`src/rtl/shift_pkg.sv`:
```
// Shared definitions for the universal shift register: op codes, FSM states
// and the reusable op-mux function.
package shift_pkg;

    localparam int unsigned OP_W  = 3;
    localparam int unsigned MAX_W = 64;

    localparam logic [OP_W-1:0] OP_HOLD = 3'b000;
    localparam logic [OP_W-1:0] OP_SHR  = 3'b001;
    localparam logic [OP_W-1:0] OP_SHL  = 3'b010;
    localparam logic [OP_W-1:0] OP_ROR  = 3'b011;
    localparam logic [OP_W-1:0] OP_ROL  = 3'b100;
    localparam logic [OP_W-1:0] OP_LOAD = 3'b101;
    localparam logic [OP_W-1:0] OP_CLR  = 3'b110;

    typedef enum logic [0:0] {
        S_IDLE = 1'b0,
        S_RUN  = 1'b1
    } state_t;

    // Shift/rotate ops are the only ones a burst can repeat.
    function automatic logic is_burst_op(input logic [OP_W-1:0] op);
        return (op >= OP_SHR) && (op <= OP_ROL);
    endfunction

    // Next register value for a w-bit register held zero-extended in MAX_W bits.
    function automatic logic [MAX_W-1:0] apply_op(
        input logic [OP_W-1:0]  op,
        input logic [MAX_W-1:0] q,
        input logic [MAX_W-1:0] pload,
        input int unsigned      w,
        input logic             sin_r,
        input logic             sin_l
    );
        logic [MAX_W-1:0] mask;
        logic [MAX_W-1:0] msb;
        logic [MAX_W-1:0] r;
        mask = {MAX_W{1'b1}} >> (MAX_W - w);
        msb  = (q >> (w - 1)) & MAX_W'(1);
        r    = q;
        case (op)
            OP_SHR:  r = (q >> 1) | (MAX_W'(sin_r) << (w - 1));
            OP_SHL:  r = ((q << 1) | MAX_W'(sin_l)) & mask;
            OP_ROR:  r = (q >> 1) | (MAX_W'(q[0]) << (w - 1));
            OP_ROL:  r = ((q << 1) | msb) & mask;
            OP_LOAD: r = pload & mask;
            OP_CLR:  r = '0;
            default: r = q;
        endcase
        return r;
    endfunction

endpackage

```
`src/rtl/shift_reg_universal.sv`:
```
// Universal shift register with per-cycle op select and a burst engine that
// repeats one latched shift/rotate op nbits times. WIDTH must not exceed 64.
module shift_reg_universal #(
    parameter int unsigned WIDTH = 4,
    parameter logic [WIDTH-1:0] RESET_VAL = '0,
    localparam int unsigned CNT_W = $clog2(WIDTH) + 1
) (
    input  logic             clk,
    input  logic             rst,
    input  logic             en,
    input  logic [2:0]       mode,
    input  logic             sin_r,
    input  logic             sin_l,
    input  logic [WIDTH-1:0] pload,
    input  logic             start,
    input  logic [CNT_W-1:0] nbits,
    output logic [WIDTH-1:0] q,
    output logic             sout_r,
    output logic             sout_l,
    output logic             busy,
    output logic             done
);
    import shift_pkg::*;

    state_t           state, state_n;
    logic [CNT_W-1:0] cnt, cnt_n;
    logic [OP_W-1:0]  op_lat, op_lat_n;
    logic [WIDTH-1:0] q_n;
    logic             busy_n, done_n;
    logic [OP_W-1:0]  op_sel;
    logic [WIDTH-1:0] q_op;

    assign sout_r = q[0];
    assign sout_l = q[WIDTH-1];

    // Datapath: the burst op takes over from mode while running.
    assign op_sel = (state == S_RUN) ? op_lat : mode;
    assign q_op   = WIDTH'(apply_op(op_sel, MAX_W'(q), MAX_W'(pload), WIDTH, sin_r, sin_l));

    always_ff @(posedge clk) begin
        if (rst) begin
            state  <= S_IDLE;
            cnt    <= '0;
            op_lat <= OP_HOLD;
            q      <= RESET_VAL;
            busy   <= 1'b0;
            done   <= 1'b0;
        end else begin
            state  <= state_n;
            cnt    <= cnt_n;
            op_lat <= op_lat_n;
            q      <= q_n;
            busy   <= busy_n;
            done   <= done_n;
        end
    end

    // Next-state and output logic; en low freezes everything including done.
    always_comb begin
        state_n  = state;
        cnt_n    = cnt;
        op_lat_n = op_lat;
        q_n      = q;
        busy_n   = busy;
        done_n   = done;
        if (en) begin
            done_n = 1'b0;
            case (state)
                S_IDLE: begin
                    if (start && is_burst_op(mode)) begin
                        if (nbits != '0) begin
                            op_lat_n = mode;
                            cnt_n    = nbits;
                            state_n  = S_RUN;
                            busy_n   = 1'b1;
                        end else begin
                            done_n = 1'b1;
                        end
                    end else begin
                        q_n = q_op;
                    end
                end
                S_RUN: begin
                    q_n   = q_op;
                    cnt_n = cnt - CNT_W'(1);
                    if (cnt == CNT_W'(1)) begin
                        state_n = S_IDLE;
                        busy_n  = 1'b0;
                        done_n  = 1'b1;
                    end
                end
                default: state_n = S_IDLE;
            endcase
        end
    end

endmodule

```
`config.mk`:
```
export PLATFORM = sky130hd
export DESIGN_NAME = shift_reg_universal
export DESIGN_NICKNAME = d
export VERILOG_FILES = /design/src/rtl/shift_pkg.sv /design/src/rtl/shift_reg_universal.sv
export SDC_FILE = /design/constraint.sdc
export NUM_CORES = 1
export LEC_CHECK = 0
export ABC_AREA = 1
export CAP_MARGIN = 15
export CORE_MARGIN = 2
export CORE_UTILIZATION = 44
export CTS_CLUSTER_DIAMETER = 40
export DETAILED_ROUTE_END_ITERATION = 12
export MAX_ROUTING_LAYER = met4
export PLACE_DENSITY = 0.75
export SYNTH_ARGS = -nofsm -noshare
export SYNTH_HDL_FRONTEND = slang
export SYNTH_SLANG_ARGS = --single-unit
export TNS_END_PERCENT = 20
```
`constraint.sdc`:
```
create_clock -name clk -period 1.3 [get_ports clk]
set_input_delay 0.26 -clock clk [delete_from_list [all_inputs] [get_ports clk]]
set_output_delay 0.26 -clock clk [all_outputs]
set_load 0.03 [all_outputs]
```
---- Word level (Yosys, flattened, before mapping) ----
Index checks and enable logic that the tools add are counted.
operators by class
  $add $sub $neg .......................... 1
  magnitude comparators ................... 2
  equal/unequal tests ..................... 11
  mux-type cells .......................... 19
  bitwise gates (word level) .............. 5
  reduce and logical (&&, ||, !) cells .... 7
operators by type and width
  kind                                                                                 number
  4-bit one-hot mux with 6 select lines                                                1
  3-bit == test, second input constant                                                 3
  1-bit 2-to-1 mux                                                                     9
  3-bit 2-to-1 mux                                                                     3
  3-bit by 4-bit bitwise OR with 4-bit output                                          2
  4-bit by 1-bit bitwise OR with 4-bit output                                          2
  4-bit one-hot mux with 2 select lines                                                1
  4-bit AND reduction                                                                  2
  3-bit by 1-bit == test with 1-bit output, second input constant                      2
  3-bit by 2-bit == test with 1-bit output, second input constant                      2
  2-bit != test, second input constant                                                 3
  1-bit one-hot mux with 2 select lines                                                3
  3-bit one-hot mux with 2 select lines                                                1
  4-bit 2-to-1 mux                                                                     1
  3-bit by 1-bit greater-or-equal comparator with 1-bit output, second input constant  1
  3-bit <= comparator, second input constant                                           1
  3-bit AND reduction                                                                  1
  3-bit nonzero test                                                                   1
  3-bit by 1-bit subtractor with 3-bit output, second input constant                   1
  1-bit logical AND                                                                    2
  2-bit by 1-bit != test with 1-bit output, second input constant                      1
  2-bit AND reduction                                                                  1
  1-bit inverter                                                                       1
storage, ports and cells
  register bits after elaboration ......... 13
  input port bits ......................... 16
  output and inout bits ................... 8
  logic and storage cells ................. 51

---- Logic depth before layout (Yosys ltp) ----
Gate-level depths: netlist (run 1).
  word-level depth ........................ 5
  gate-level depth with buffers ........... 11
  mapped depth without buffers ............ 10

---- Worst setup path before layout (run 1) ----
OpenSTA, ideal clock, no wires.
  kind .................................... register to register
  start point ............................. reg state
  end point ............................... reg op_lat[0]
  arrival ................................. 1.143 ns
  slack ................................... 0.037 ns
  stages on the path, launching flop included .. 8
  clock period less this slack ............ 1.263 ns
  path through ............................ dfxtp_1 > inv_2 > buf_6 > nand4_1 > inv_1 > nand2_2 > o21ai_0 > a21oi_1
between the ends
  cells in the longest elaborated chain, start to end .. 2
RTL lines
  item                           RTL line                   source
  start, declared                shift_reg_universal.sv:25  state_t state, state_n;
  start signal, assigned         shift_reg_universal.sv:49  state <= state_n;
  1-bit inverter                 --
  4-bit AND reduction (no line)  --
  end signal, assigned           shift_reg_universal.sv:51  op_lat <= op_lat_n;
  end, declared                  shift_reg_universal.sv:27  logic [OP_W-1:0] op_lat, op_lat_n;
Every way passes these cells.
A chain may end at the register's enable or synchronous reset.

---- Worst setup path after layout (run 1) ----
  start point ............................. reg state
  end point ............................... reg q[3]
between the ends
  cells in the longest elaborated chain, start to end .. 5
  elaborated cells between the ends (all ways) .. 13
RTL lines
  item                                   RTL line                   source
  3-bit 2-to-1 mux                       shift_reg_universal.sv:37  assign op_sel = (state == S_RUN) ? op_lat : mode;
  3-bit == test (tied with other cells)  shift_pkg.sv:41            case (op)
  4-bit one-hot mux with 6 select lines  shift_pkg.sv:41
  4-bit 2-to-1 mux                       shift_reg_universal.sv:70  if (start && is_burst_op(mode)) begin
  4-bit one-hot mux with 2 select lines  shift_reg_universal.sv:68  case (state)
  end signal, assigned                   shift_reg_universal.sv:52  q <= q_n;
  end, declared                          shift_reg_universal.sv:17  output logic [WIDTH-1:0] q,
Parallel ways exist; a longest one is shown, timed or not. The select of a mux whose other input is x is not followed.

==> results.py, run 1 <==
metrics = {
    "detailed_routing": {
        "drc_errors": 0,
        "via_count": 1082,
        "viasPerCell": 5.01,
        "wl_um": 2520,
        "ant_nets": 0,
        "drt_pre_antenna_iters": 5,
        "drtIter0Drc": 11,
        "wl_per_cell_um": 11.7,
    },
    "finish": {
        "multiInputGateArea_um2": 653,
        "antenna_cells": 0,
        "syn2layout_area_growth_pct": 39.6,
        "nets": 207,
        "fin_util_pct": 63.4,
        "final_common_cell": "nand2_1",
        "mostFrequentLayoutCells": "nand2_1, buf_4, inv_1",
        "fillers": 210,
        "seq_area_um2": 264,
        "drive_above_1_share_pct": 31.4,
    },
    "timing": {
        "max_freq_mhz": 755,
        "rsz0062_at_grt": "true",
        "worst_slew_pin_slew_ns": 0.303,
        "slew_viol_final": 0,
        "finClkSkew_ns": 0.00278,
        "hold_violations": 0,
        "setup_tns_ns": -0.0398,
        "final-setup-viol-count": 2,
        "fin_worst_hold_slack_ns": 0.486,
        "layout_setup_ws_ns": -0.0245,
        "finalCriticalPeriod_ns": 1.32,
        "slew_headroom_pct": 79.8,
        "period_share_pct": 102,
    },
    "critical_path": {
        "r2r_slack_ns": -0.02,
        "startpoint": "state",
        "start_kind": "flop",
        "r2r_cells": 8,
        "cp-endpoint": "q[3]",
        "cp.required_ns": 1.52,
        "rr_endpoint": "q[3]",
        "rr_startpoint": "state",
        "critPathCaptureType": "flop",
        "cp.arrival_ns": 1.54,
        "crit_fanout": 7,
        "crit_type": "reg -> reg",
    },
    "yosys": {
        "synth_seq_cells": 13,
        "synth.avg_cell_area_um2": 6.57,
        "netlist_area_um2": 986,
        "synth.distinct_cells": 21,
        "syn_inst": 150,
        "synth_nets": 168,
        "ys_warn_count": 0,
        "synth-seq-area-share_pct": 26.4,
    },
    "die": {
        "core_area_um2": 2170,
        "die_area_um2": 2640,
        "floorplan.die.width_um": 51.3,
        "die_h_um": 51.3,
        "io_pins": 24,
        "initial_core_util_pct": 45.4,
        "rows": 17,
    },
    "grt": {
        "track_usage_pct": 22.5,
        "grt_max_degree": 10,
        "grt_overflow_total": 0,
        "first_global_vias": 1037,
        "grt_pass1_wl_um": 4280,
        "antenna_found_initial": 0,
    },
    "power": {
        "total_power_uw": 1110,
        "power.density_nw_per_um2": 808,
        "ir_drop_uv": 558,
        "p_leak_uw": 0.000641,
    },
    "clock_network": {
        "clk_pin_slew_ns": 0.08,
        "numClockSinks": 13,
        "clockBufferDepth": 2,
        "htreeDepth": 1,
        "clk_latency_ns": 0.28,
        "cts_hold_buf": 0,
        "cts_buffers": 3,
        "root_buffer": "clkbuf_4",
        "cts_tree": "yes",
    },
    "status": {
        "violations": "negative setup slack",
        "outcome": "finished, violations left",
    },
    "place": {
        "io_buffer_count": 23,
        "hpwl_um": 1960,
        "gp_congestion": 0.854,
    },
    "run": {
        "cap_violations": 0,
    },
    "min_path": {
        "hold_class": "in -> reg",
    },
}
[worst max-delay path, stage by stage (launching register included)]
cell,delay [ns]
dfxtp_4,0.39
inv_4,0.06
buf_4,0.14
nand4_1,0.14
inv_2,0.07
buf_4,0.14
nor2_4,0.13
nand3_2,0.09
a21oi_2,0.11
[cell type report]
class / count / share of cell area [%]
Inverter: 19 / 5.36
Sequential cell: 13 / 19.2
Tap cell: 28 / 2.55
Multi-Input combinational cell: 114 / 47.5
Timing Repair Buffer: 38 / 23.5
Clock buffer: 4 / 1.91
[logic make-up after synthesis]
group / count (synthesis) / synth area share (%)
DFF: 13 / 26.4
adders and majority gates: 2 / 2.54
and+or+nand+nor: 86 / 45.8
buffers and inverters: 23 / 11.0
AOI/OAI and AO/OA: 26 / 14.2
[per-stage QoR]
step	setup WS (ns)	cell area [um^2]	cells
6_report	-0.0245	1380	216
5_1_grt	-0.138	1380	216
4_1_cts	-0.0319	1360	216
3_5_place_dp	-0.450	1310	212
3_3_place_gp	-0.433	1310	212
2_1_floorplan	0.0372	986	150
[sequential cells by signal (all words and copies together) (netlist names)]
register and cells:
state 1, q 4, op_lat 3, done 1
busy 1, cnt 3
[routing by layer]
layer  wire (um)  track usage (%)  share of wire (%)
met2        1330             39.6                 53
met5           0                -                  0
met3          93             4.68                3.7
met4          46             11.4                1.8
met1        1060             23.8                 42
[worst min path at each step]
| stage | from | to | depth (start not counted) |
|---|---|---|---|
| 3_3_place_gp | busy | busy | 2 |
| 4_1_cts | mode[1] | op_lat[1] | 3 |
| 5_1_grt | mode[2] | op_lat[2] | 3 |
| 6_report | mode[2] | op_lat[2] | 3 |
| 3_5_place_dp | busy | busy | 2 |
| 2_1_floorplan | rst | q[0] | 1 |
[Yosys cell counts (all sizes together)]
| cell | instances | area, um^2 |
|---|---|---|
| ha | 2 | 25.0 |
| dfxtp | 13 | 260 |
| nor2 | 13 | 56.3 |
| nand3 | 14 | 100 |
| buf | 4 | 37.5 |
| a211oi | 1 | 7.51 |
| nor3 | 3 | 15.0 |
| nand2 | 53 | 262 |
| inv | 19 | 71.3 |
| a21oi | 12 | 67.6 |
| o21ai | 13 | 65.1 |
| nand4 | 3 | 18.8 |
[what timing repair did]
action / in CTS / in global routing
endpoints found under the setup margin: 14 / 9
resized for setup: 17 / 7
setup buffers: 0 / 0
[power by group]
part           total, uW  switching [uW]  internal, uW  leakage (uW)
combinational        411             237           174      0.000518
sequential           447            22.6           424      0.000107
clock                254             135           119     0.0000150
Power figures use the tool's default switching activity.
==> run 2: changes to the inputs <==
--- a/config.mk
+++ b/config.mk
@@ -7,7 +7,6 @@
 export LEC_CHECK = 0
 export ABC_AREA = 1
 export CAP_MARGIN = 15
-export CORE_MARGIN = 2
 export CORE_UTILIZATION = 44
 export CTS_CLUSTER_DIAMETER = 40
 export DETAILED_ROUTE_END_ITERATION = 12
==> run 2 against run 1 <==
  * The run now ends clean
  * Register-to-register slack better by 0.03 ns
  * Worst setup slack better by 0.027 ns
  * Global-route usage down 0.60 points
  * Total power up 4.5%
  * Design area up 4.8%
  * Die area down 7.6%
  * Utilization up 7.2 points
  * Largest cell class unchanged
  * Largest power group unchanged
  * Highest routed layer unchanged
==> results.py, run 2 (same netlist as run 1, synthesis figures left out) <==
metrics = {
    "status": {
        "outcome": "finished, final reports clean",
    },
    "finish": {
        "syn2layout_area_growth_pct": 46.3,
        "mostFrequentLayoutCells": "nand2_1, buf_4, inv_1",
        "finish.instance_area_um2": 1440,
        "final_common_cell": "nand2_1",
        "nets": 210,
        "drive_above_1_share_pct": 33.0,
        "antenna_cells": 0,
        "top_register": "q",
        "top_regs": "q x4, cnt x3, op_lat x3",
        "largest_reg_flops": 4,
        "fin_util_pct": 70.6,
    },
    "power": {
        "p_leak_uw": 0.000685,
        "ir_drop_uv": 696,
        "power.density_nw_per_um2": 805,
        "total_power_uw": 1160,
    },
    "clock_network": {
        "cts_tree": "yes",
        "clockBufferDepth": 2,
        "numClockSinks": 13,
        "root_buffer": "clkbuf_4",
        "htreeDepth": 1,
        "clk_pin_slew_ns": 0.09,
        "clk_latency_ns": 0.29,
        "cts_hold_buf": 0,
        "cts_buffers": 3,
    },
    "detailed_routing": {
        "routed-wl-met3_um": 172,
        "wl_met2_um": 1140,
        "wl_met1_um": 1120,
        "via_count": 1108,
        "drtIter0Drc": 28,
        "viasPerCell": 5.08,
        "wl_per_cell_um": 11.5,
        "drt_pre_antenna_iters": 5,
        "wl_um": 2510,
        "routed.top_layer": "met4",
        "drc_errors": 0,
        "ant_nets": 0,
    },
    "timing": {
        "slew_headroom_pct": 80.6,
        "slew_viol_final": 0,
        "max_freq_mhz": 771,
        "rsz0062_at_grt": "true",
        "period_share_pct": 99.8,
        "finClkSkew_ns": 0.000721,
        "final-setup-viol-count": 0,
        "finalCriticalPeriod_ns": 1.30,
        "fin_worst_hold_slack_ns": 0.453,
        "hold_violations": 0,
        "worst_slew_pin_slew_ns": 0.293,
        "setup_tns_ns": 0,
    },
    "place": {
        "hpwl_um": 1780,
        "place_area_um2": 1320,
        "io_buffer_count": 23,
        "gp_congestion": 0.787,
    },
    "critical_path": {
        "cp.required_ns": 1.53,
        "r2r_slack_ns": 0.003,
        "start_kind": "flop",
        "critPathCaptureType": "flop",
        "r2r_cells": 9,
        "cp.arrival_ns": 1.53,
        "rr_startpoint": "state",
        "crit_fanout": 5,
        "rr_endpoint": "q[3]",
        "crit_type": "reg -> reg",
    },
    "grt": {
        "first_global_vias": 883,
        "grt_max_degree": 10,
        "antenna_found_initial": 0,
        "track_usage_pct": 21.9,
        "grt_overflow_total": 0,
        "grt_pass1_wl_um": 3860,
    },
    "run": {
        "cap_violations": 0,
    },
    "die": {
        "io_pins": 24,
        "floorplan.die.width_um": 49.3,
        "rows": 16,
        "core_area_um2": 2040,
        "initial_core_util_pct": 48.3,
        "die_area_um2": 2430,
        "die_h_um": 49.3,
    },
    "min_path": {
        "min_to": "op_lat[2]",
        "hold_class": "in -> reg",
        "min_path_cells": 3,
        "min_from": "mode[2]",
    },
}
## run 2: cell count changes in the layout (fill, tap and decap cells not counted), moves of 2 or more
cell	change
buf_4	+2
nand2_1	-4
nand2_2	-3
nand2_4	+7
o21ai_0	+3
o21ai_1	-2
## run 2: metal layers
layer	global-route usage [%]	vias to the layer above
li1	-	568
met1	27.2	486
met2	33.6	46
met3	2.80	8
met4	13.2	0
met5	-	-
## run 2: worst max path at each step
stage	from	to	cells after the start	slack, ns
floorplan	state	op_lat[0]	7	0.04
global placement	mode[0]	q[3]	9	-0.38
detailed placement	mode[1]	q[2]	8	-0.42
CTS	state	q[3]	9	0.002
global route	state	q[3]	9	-0.10
finish	state	q[3]	9	0.003
## run 2: stage by stage
stage / setup WS, ns / cells
floorplan: 0.0372 / 150
global placement: -0.379 / 210
detailed placement: -0.424 / 210
CTS: 0.00228 / 214
global route: -0.100 / 218
finish: 0.00283 / 218
## run 2: cell type report
type / count / area, um^2
clock buffer: 4 / 26.3
inverter: 19 / 76.3
multi-input combinational: 114 / 688
sequential: 13 / 264
tap: 27 / 33.8
timing repair buffer: 41 / 354
fill: 186 / 599
## run 2: timing repair
item / 4_1_cts / 5_1_grt
pin swaps: 1 / 11
gates resized for setup: 13 / 18
setup endpoints to repair: 13 / 10
buffers inserted: 0 / 4
## run 2: report_power, final
| part | internal [uW] | switching [uW] |
|---|---|---|
| sequential | 424 | 24.9 |
| clock | 120 | 154 |
| combinational | 193 | 246 |
| total | 737 | 425 |
## run 2: critical path, stage by stage, from the launching register on
cell and delay [ns]:
dfxtp_4 0.38, buf_12 0.14, nand2_2 0.08, nand2_4 0.07
buf_4 0.14, nand3_1 0.07, nand2_1 0.05, nand3_1 0.10
nand3_2 0.09, a21oi_2 0.11
==> edit 1, RTL diff (config.mk and constraints of run 1) <==
Make the reset (`rst`) asynchronous in one clocked block.
--- a/src/rtl/shift_reg_universal.sv
+++ b/src/rtl/shift_reg_universal.sv
@@ -37,7 +37,7 @@
     assign op_sel = (state == S_RUN) ? op_lat : mode;
     assign q_op   = WIDTH'(apply_op(op_sel, MAX_W'(q), MAX_W'(pload), WIDTH, sin_r, sin_l));
 
-    always_ff @(posedge clk) begin
+    always_ff @(posedge clk or posedge rst) begin
         if (rst) begin
             state  <= S_IDLE;
             cnt    <= '0;
Function: differs if rst is asserted again (counterexample within 4 cycles, from zero or initial values and one cycle with rst high); with rst held inactive, the same outputs for 10 cycles.
==> edit 1 against run 1 <==
The flow still finishes with violations (setup timing); setup slack worse by 0.065 ns; synthesized cell count down 3.3%; sequential cell count unchanged; synthesized area down 0.76%; cell area up 4.6%; wire length down 3.2%; critical endpoint is now q[3].
Power is left out: it rests on default switching activity, and per cell area and clock period it moved more than threefold.
==> edit 1: results (changes against run 1) <==
{
  "run_status": "finished, violations left",
  "violated_checks": "setup timing",
  "grt.total_usage": {"value": 21.5, "unit": "%", "change": "-1.1 points"},
  "final.fill_count": {"value": 190, "change": "-9.5%"},
  "routed-via-count": {"value": 1057, "change": "-2.3%"},
  "pre_cts_slack": {"value": -0.449, "unit": "ns", "change": "+0.000970 ns"},
  "seq_area_frac_synth": {"value": 33.2, "unit": "%", "change": "+6.9 points"},
  "setup_violations_final": {"value": 4, "change": "+2"},
  "setup_total_negative_slack": {"value": -0.330, "unit": "ns", "change": "-0.290 ns"},
  "wl": {"value": 2440, "unit": "um", "change": "-3.2%"},
  "tightest_slew": {"value": 0.171, "unit": "ns", "change": "-0.132 ns"},
  "drt-vias-per-instance": {"value": 4.87, "change": "-2.8%"},
  "diodes": {"value": 0, "change": "unchanged"},
  "critical_path_arrival": {"value": 1.57, "unit": "ns", "change": "+0.03 ns"},
  "critical-path-max-stage-delay": {"value": 0.45, "unit": "ns", "change": "+0.06 ns"},
  "ys_top_cells_by_area": "sky130_fd_sc_hd__dfrtp_1, sky130_fd_sc_hd__nand2_1, sky130_fd_sc_hd__nand3_1, sky130_fd_sc_hd__nand2_2, sky130_fd_sc_hd__inv_1",
  "synth.top_cells.by_count": "sky130_fd_sc_hd__nand2_1, sky130_fd_sc_hd__nand3_1, sky130_fd_sc_hd__dfrtp_1, sky130_fd_sc_hd__inv_1, sky130_fd_sc_hd__nor2_1",
  "fraction_of_layout_cells_with_a_size_suffix_above_1": {"value": 35.4, "unit": "%", "change": "+4.1 points"},
  "postPlaceCellArea": {"value": 1330, "unit": "um^2", "change": "+1.6%"},
  "detailedRoute.firstIterationViolations": {"value": 22, "change": "+11"},
  "finClkSkew": {"value": 0.00291, "unit": "ns", "change": "+0.000135 ns"},
  "clk_transition_reported_paths": {"value": 0.08, "unit": "ns", "change": "about the same"},
  "cpLargestDelayFamily": "simple AND/OR/NAND/NOR gates",
  "worst_reg_to_reg_cells": {"value": 10, "change": "+2"},
  "hold_path_class": "in2async",
  "detailedPlacementHpwl": {"value": 1820, "unit": "um", "change": "-7.2%"},
  "synth_top_flop_cell": "sky130_fd_sc_hd__dfrtp_1",
  "number_of_cells_produced_by_synthesis": {"value": 145, "change": "-3.3%"},
  "grt_start_max_net_pins": {"value": 14, "change": "+4"},
  "firstDrtPassIters": {"value": 4, "change": "-1"},
  "first_global_vias": {"value": 1001, "change": "-3.5%"},
  "final_nets": {"value": 208, "change": "+0.48%"},
  "synth_fp_nets": {"value": 163, "change": "-3.0%"},
  "number_of_different_library_cells_in_the_post_synthesis_netlist": {"value": 18, "change": "-14%"},
  "async_flop_share": {"value": 100, "unit": "%", "change": "+100 points"},
  "layout.core_utilization": {"value": 67.0, "unit": "%", "change": "+3.6 points"},
  "global_route_wire_length_before_repair": {"value": 4100, "unit": "um", "change": "-4.3%"},
  "smallest_setup_slack_after_layout": {"value": -0.0898, "unit": "ns", "change": "-0.0653 ns"},
  "slowest_stage": "sky130_fd_sc_hd__dfrtp_2",
  "place.gp.congestion": {"value": 0.852, "change": "-0.19%"}
}
## edit 1: cell types whose count changed in the layout (fill, tap and decap cells not counted), moves of 7 or more
cell,before,now
sky130_fd_sc_hd__buf_4,21,28
sky130_fd_sc_hd__dfrtp_1,0,12
sky130_fd_sc_hd__nand2_1,36,45
sky130_fd_sc_hd__dfxtp_1,12,0
## edit 1: final timing paths
kind / from / slack (ns) / end
setup / recovery: state / -0.09 / q[3]
hold / removal: rst / 0.26 / q[0]
setup reg to reg: state / -0.09 / q[3]
hold reg to reg: cnt[1] / 0.50 / cnt[1]
max in group asynchronous: rst / 0.87 / state
min in group clk: mode[1] / 0.47 / op_lat[1]
## edit 1: cells by family after synthesis
| kind of cell | after synthesis | synth area share, % |
|---|---|---|
| AND/OR/NAND/NOR | 95 | 46.8 |
| buffers and inverters | 21 | 9.97 |
| AO/OA/AOI/OAI | 14 | 7.42 |
| flip-flops | 13 | 33.2 |
| adder cells (fa/ha/maj) | 2 | 2.56 |
## edit 1: layer usage
metal / GRT usage [%] / wire (um)
met3: 1.75 / 72
met4: 10.8 / 46
met1: 24.8 / 1020
met2: 37.2 / 1300
met5: - / 0
## edit 1: timing repair
item                                    4_1_cts  5_1_grt
hold endpoints to repair                      0        0
pin swaps                                    11        4
buffers inserted                              2        0
gates resized for setup                      16       12
endpoints found under the setup margin       12        9
cloned                                        0        0
## edit 1: area by class of cell
type,instances,area share [%]
flip-flops and latches,13,22.7
clock buffers,4,1.82
inverters,17,4.60
multi-input cells,111,42.9
well taps,28,2.43
repair buffers,44,25.5
==> edit 2, RTL diff (flow settings as in run 1) <==
Without the edit above. `WIDTH`: 4 -> 8.
--- a/src/rtl/shift_reg_universal.sv
+++ b/src/rtl/shift_reg_universal.sv
@@ -1,7 +1,7 @@
 // Universal shift register with per-cycle op select and a burst engine that
 // repeats one latched shift/rotate op nbits times. WIDTH must not exceed 64.
 module shift_reg_universal #(
-    parameter int unsigned WIDTH = 4,
+    parameter int unsigned WIDTH = 8,
     parameter logic [WIDTH-1:0] RESET_VAL = '0,
     localparam int unsigned CNT_W = $clog2(WIDTH) + 1
 ) (
Interface: changed (resized nbits, pload and q); port bits go from 24 to 33. The function was not compared with the original's and may differ.
==> edit 2 against run 1 <==
The run still ends with setup timing left; sequential power increased by 43%; setup slack got worse by 0.17 ns; count of clock-buffer cells in the layout unchanged; cell area increased by 45%; synthesized area increased by 26%; wire length increased by 40%; sequential cell count increased by 5; power increased by 57%; critical endpoint is now q[5]; cell count increased by 36%.
==> edit 2: results (changes against run 1) <==
{
  "run_status": "finished, violations left",
  "violated_checks": "setup timing",
  "share_of_synthesized_area_spent_on_multiplexers": {"value": 0, "unit": "%", "change": "unchanged"},
  "critical_path_arrival": {"value": 1.70, "unit": "ns", "change": "+0.16 ns"},
  "synth-adder-area-share": {"value": 2.01, "unit": "%", "change": "-0.53 points"},
  "met2_length": {"value": 1660, "unit": "um", "change": "+26%"},
  "synth_fp_nets": {"value": 224, "change": "+33%"},
  "seq_area_frac_synth": {"value": 28.9, "unit": "%", "change": "+2.5 points"},
  "ys_top_cells_by_area": "sky130_fd_sc_hd__dfxtp_1, sky130_fd_sc_hd__nand2_1, sky130_fd_sc_hd__o21ai_0, sky130_fd_sc_hd__nor2_1, sky130_fd_sc_hd__inv_1",
  "finClkSkew": {"value": 0.00616, "unit": "ns", "change": "+0.00338 ns"},
  "global_route_wire_length_before_repair": {"value": 5730, "unit": "um", "change": "+34%"},
  "postPlaceCellArea": {"value": 1750, "unit": "um^2", "change": "+33%"},
  "firstDrtPassIters": {"value": 4, "change": "-1"},
  "drt-vias-per-instance": {"value": 5.07, "change": "+1.2%"},
  "synth.top_cells.by_count": "sky130_fd_sc_hd__nand2_1, sky130_fd_sc_hd__nor2_1, sky130_fd_sc_hd__inv_1",
  "grt.total_usage": {"value": 22.6, "unit": "%", "change": "+0.096 points"},
  "number_of_different_library_cells_in_the_post_synthesis_netlist": {"value": 25, "change": "+19%"},
  "pre_cts_slack": {"value": -0.595, "unit": "ns", "change": "-0.144 ns"},
  "setup.worst_path.end": "q[5]",
  "synth.avg_cell_area": {"value": 6.20, "unit": "um^2", "change": "-5.7%"},
  "synth-compound-area-share": {"value": 18.1, "unit": "%", "change": "+3.9 points"},
  "detailedPlacementHpwl": {"value": 2420, "unit": "um", "change": "+23%"},
  "grt_start_max_net_pins": {"value": 15, "change": "+5"},
  "smallest_setup_slack_after_layout": {"value": -0.190, "unit": "ns", "change": "-0.166 ns"},
  "avgRoutedWirePerCell": {"value": 12.0, "unit": "um", "change": "+2.9%"},
  "place.gp.congestion": {"value": 0.858, "change": "+0.46%"},
  "tightest_slew": {"value": 0.328, "unit": "ns", "change": "+0.0256 ns"},
  "final.fill_count": {"value": 213, "change": "+1.4%"},
  "setup_violations_final": {"value": 12, "change": "+10"},
  "route.layer.met1.wl": {"value": 1650, "unit": "um", "change": "+56%"},
  "power.leakage": {"value": 0.952, "unit": "nW", "change": "+49%"},
  "worst_reg_to_reg_cells": {"value": 10, "change": "+2"},
  "detailedRoute.firstIterationViolations": {"value": 67, "change": "+56"},
  "clk_transition_reported_paths": {"value": 0.12, "unit": "ns", "change": "+0.04 ns"},
  "vdd_ir_drop_max": {"value": 0.000757, "unit": "V", "change": "+36%"}
}
==> edit 2: changes by cell type in the layout (fill, tap and decap cells not counted), sizes merged, moves of 5 or more <==
cell and change:
dfxtp +5, buf +20, inv +6, o21ai +15, nor2 +17
==> edit 2: layer usage <==
| metal | vias up | global-route usage [%] |
|---|---|---|
| met5 | - | - |
| met4 | 0 | 8.31 |
| met3 | 4 | 3.63 |
| met2 | 48 | 34.3 |
| met1 | 665 | 30.5 |
| li1 | 768 | - |
==> edit 2: worst min path at each step <==
stage | start | to | cells past startpoint
after CTS | mode[2] | op_lat[2] | 3
final | nbits[0] | cnt[0] | 5
after detailed placement | busy | busy | 2
after global routing | nbits[0] | cnt[0] | 5
after floorplan | rst | q[0] | 1
after global placement | busy | busy | 2
==> edit 2: power breakdown <==
part | internal [mW] | total (mW) | switching [mW]
Combinational | 0.340 | 0.742 | 0.402
Sequential | 0.599 | 0.641 | 0.0426
Clock | 0.171 | 0.368 | 0.197
==> edit 2: cell type report <==
cell class	instances	share of cell area (%)
well taps	31	1.95
clock buffers	4	1.82
multi-input cells	150	43.5
repair buffers	65	29.3
inverters	25	5.09
flip-flops and latches	18	18.4
==> edit 2: timing repair <==
action | CTS | global route
hold buffers | 0 | 0
pin swaps | 8 | 22
endpoints found under the setup margin | 21 | 20
cloned | 0 | 1
setup buffers | 3 | 0
resized for setup | 33 | 37
==> edit 2: through the flow <==
step | hold WS, ns | TNS (ns)
floorplan | 0.322 | -0.744
detailed placement | 0.451 | -9.18
global route | 0.389 | -2.24
finish | 0.348 | -1.45
global placement | 0.448 | -8.97
CTS | 0.464 | -1.09
==> edit 2: logic make-up after synthesis <==
kind of cell / after synthesis
and+or+nand+nor: 105
AOI/OAI and AO/OA: 43
buffers and inverters: 33
DFF: 18
adders and majority gates: 2
==> edit 2: critical path: stages, from the launching register on <==
cell                        delay, ns
sky130_fd_sc_hd__dfxtp_4         0.39
sky130_fd_sc_hd__buf_6           0.14
sky130_fd_sc_hd__nand2_4         0.06
sky130_fd_sc_hd__nand2_4         0.07
sky130_fd_sc_hd__nor2_4          0.15
sky130_fd_sc_hd__nor2_4          0.06
sky130_fd_sc_hd__nor2_4          0.14
sky130_fd_sc_hd__clkbuf_16       0.17
sky130_fd_sc_hd__o21ai_0         0.07
sky130_fd_sc_hd__nor2_1          0.09
sky130_fd_sc_hd__nor2_1          0.05
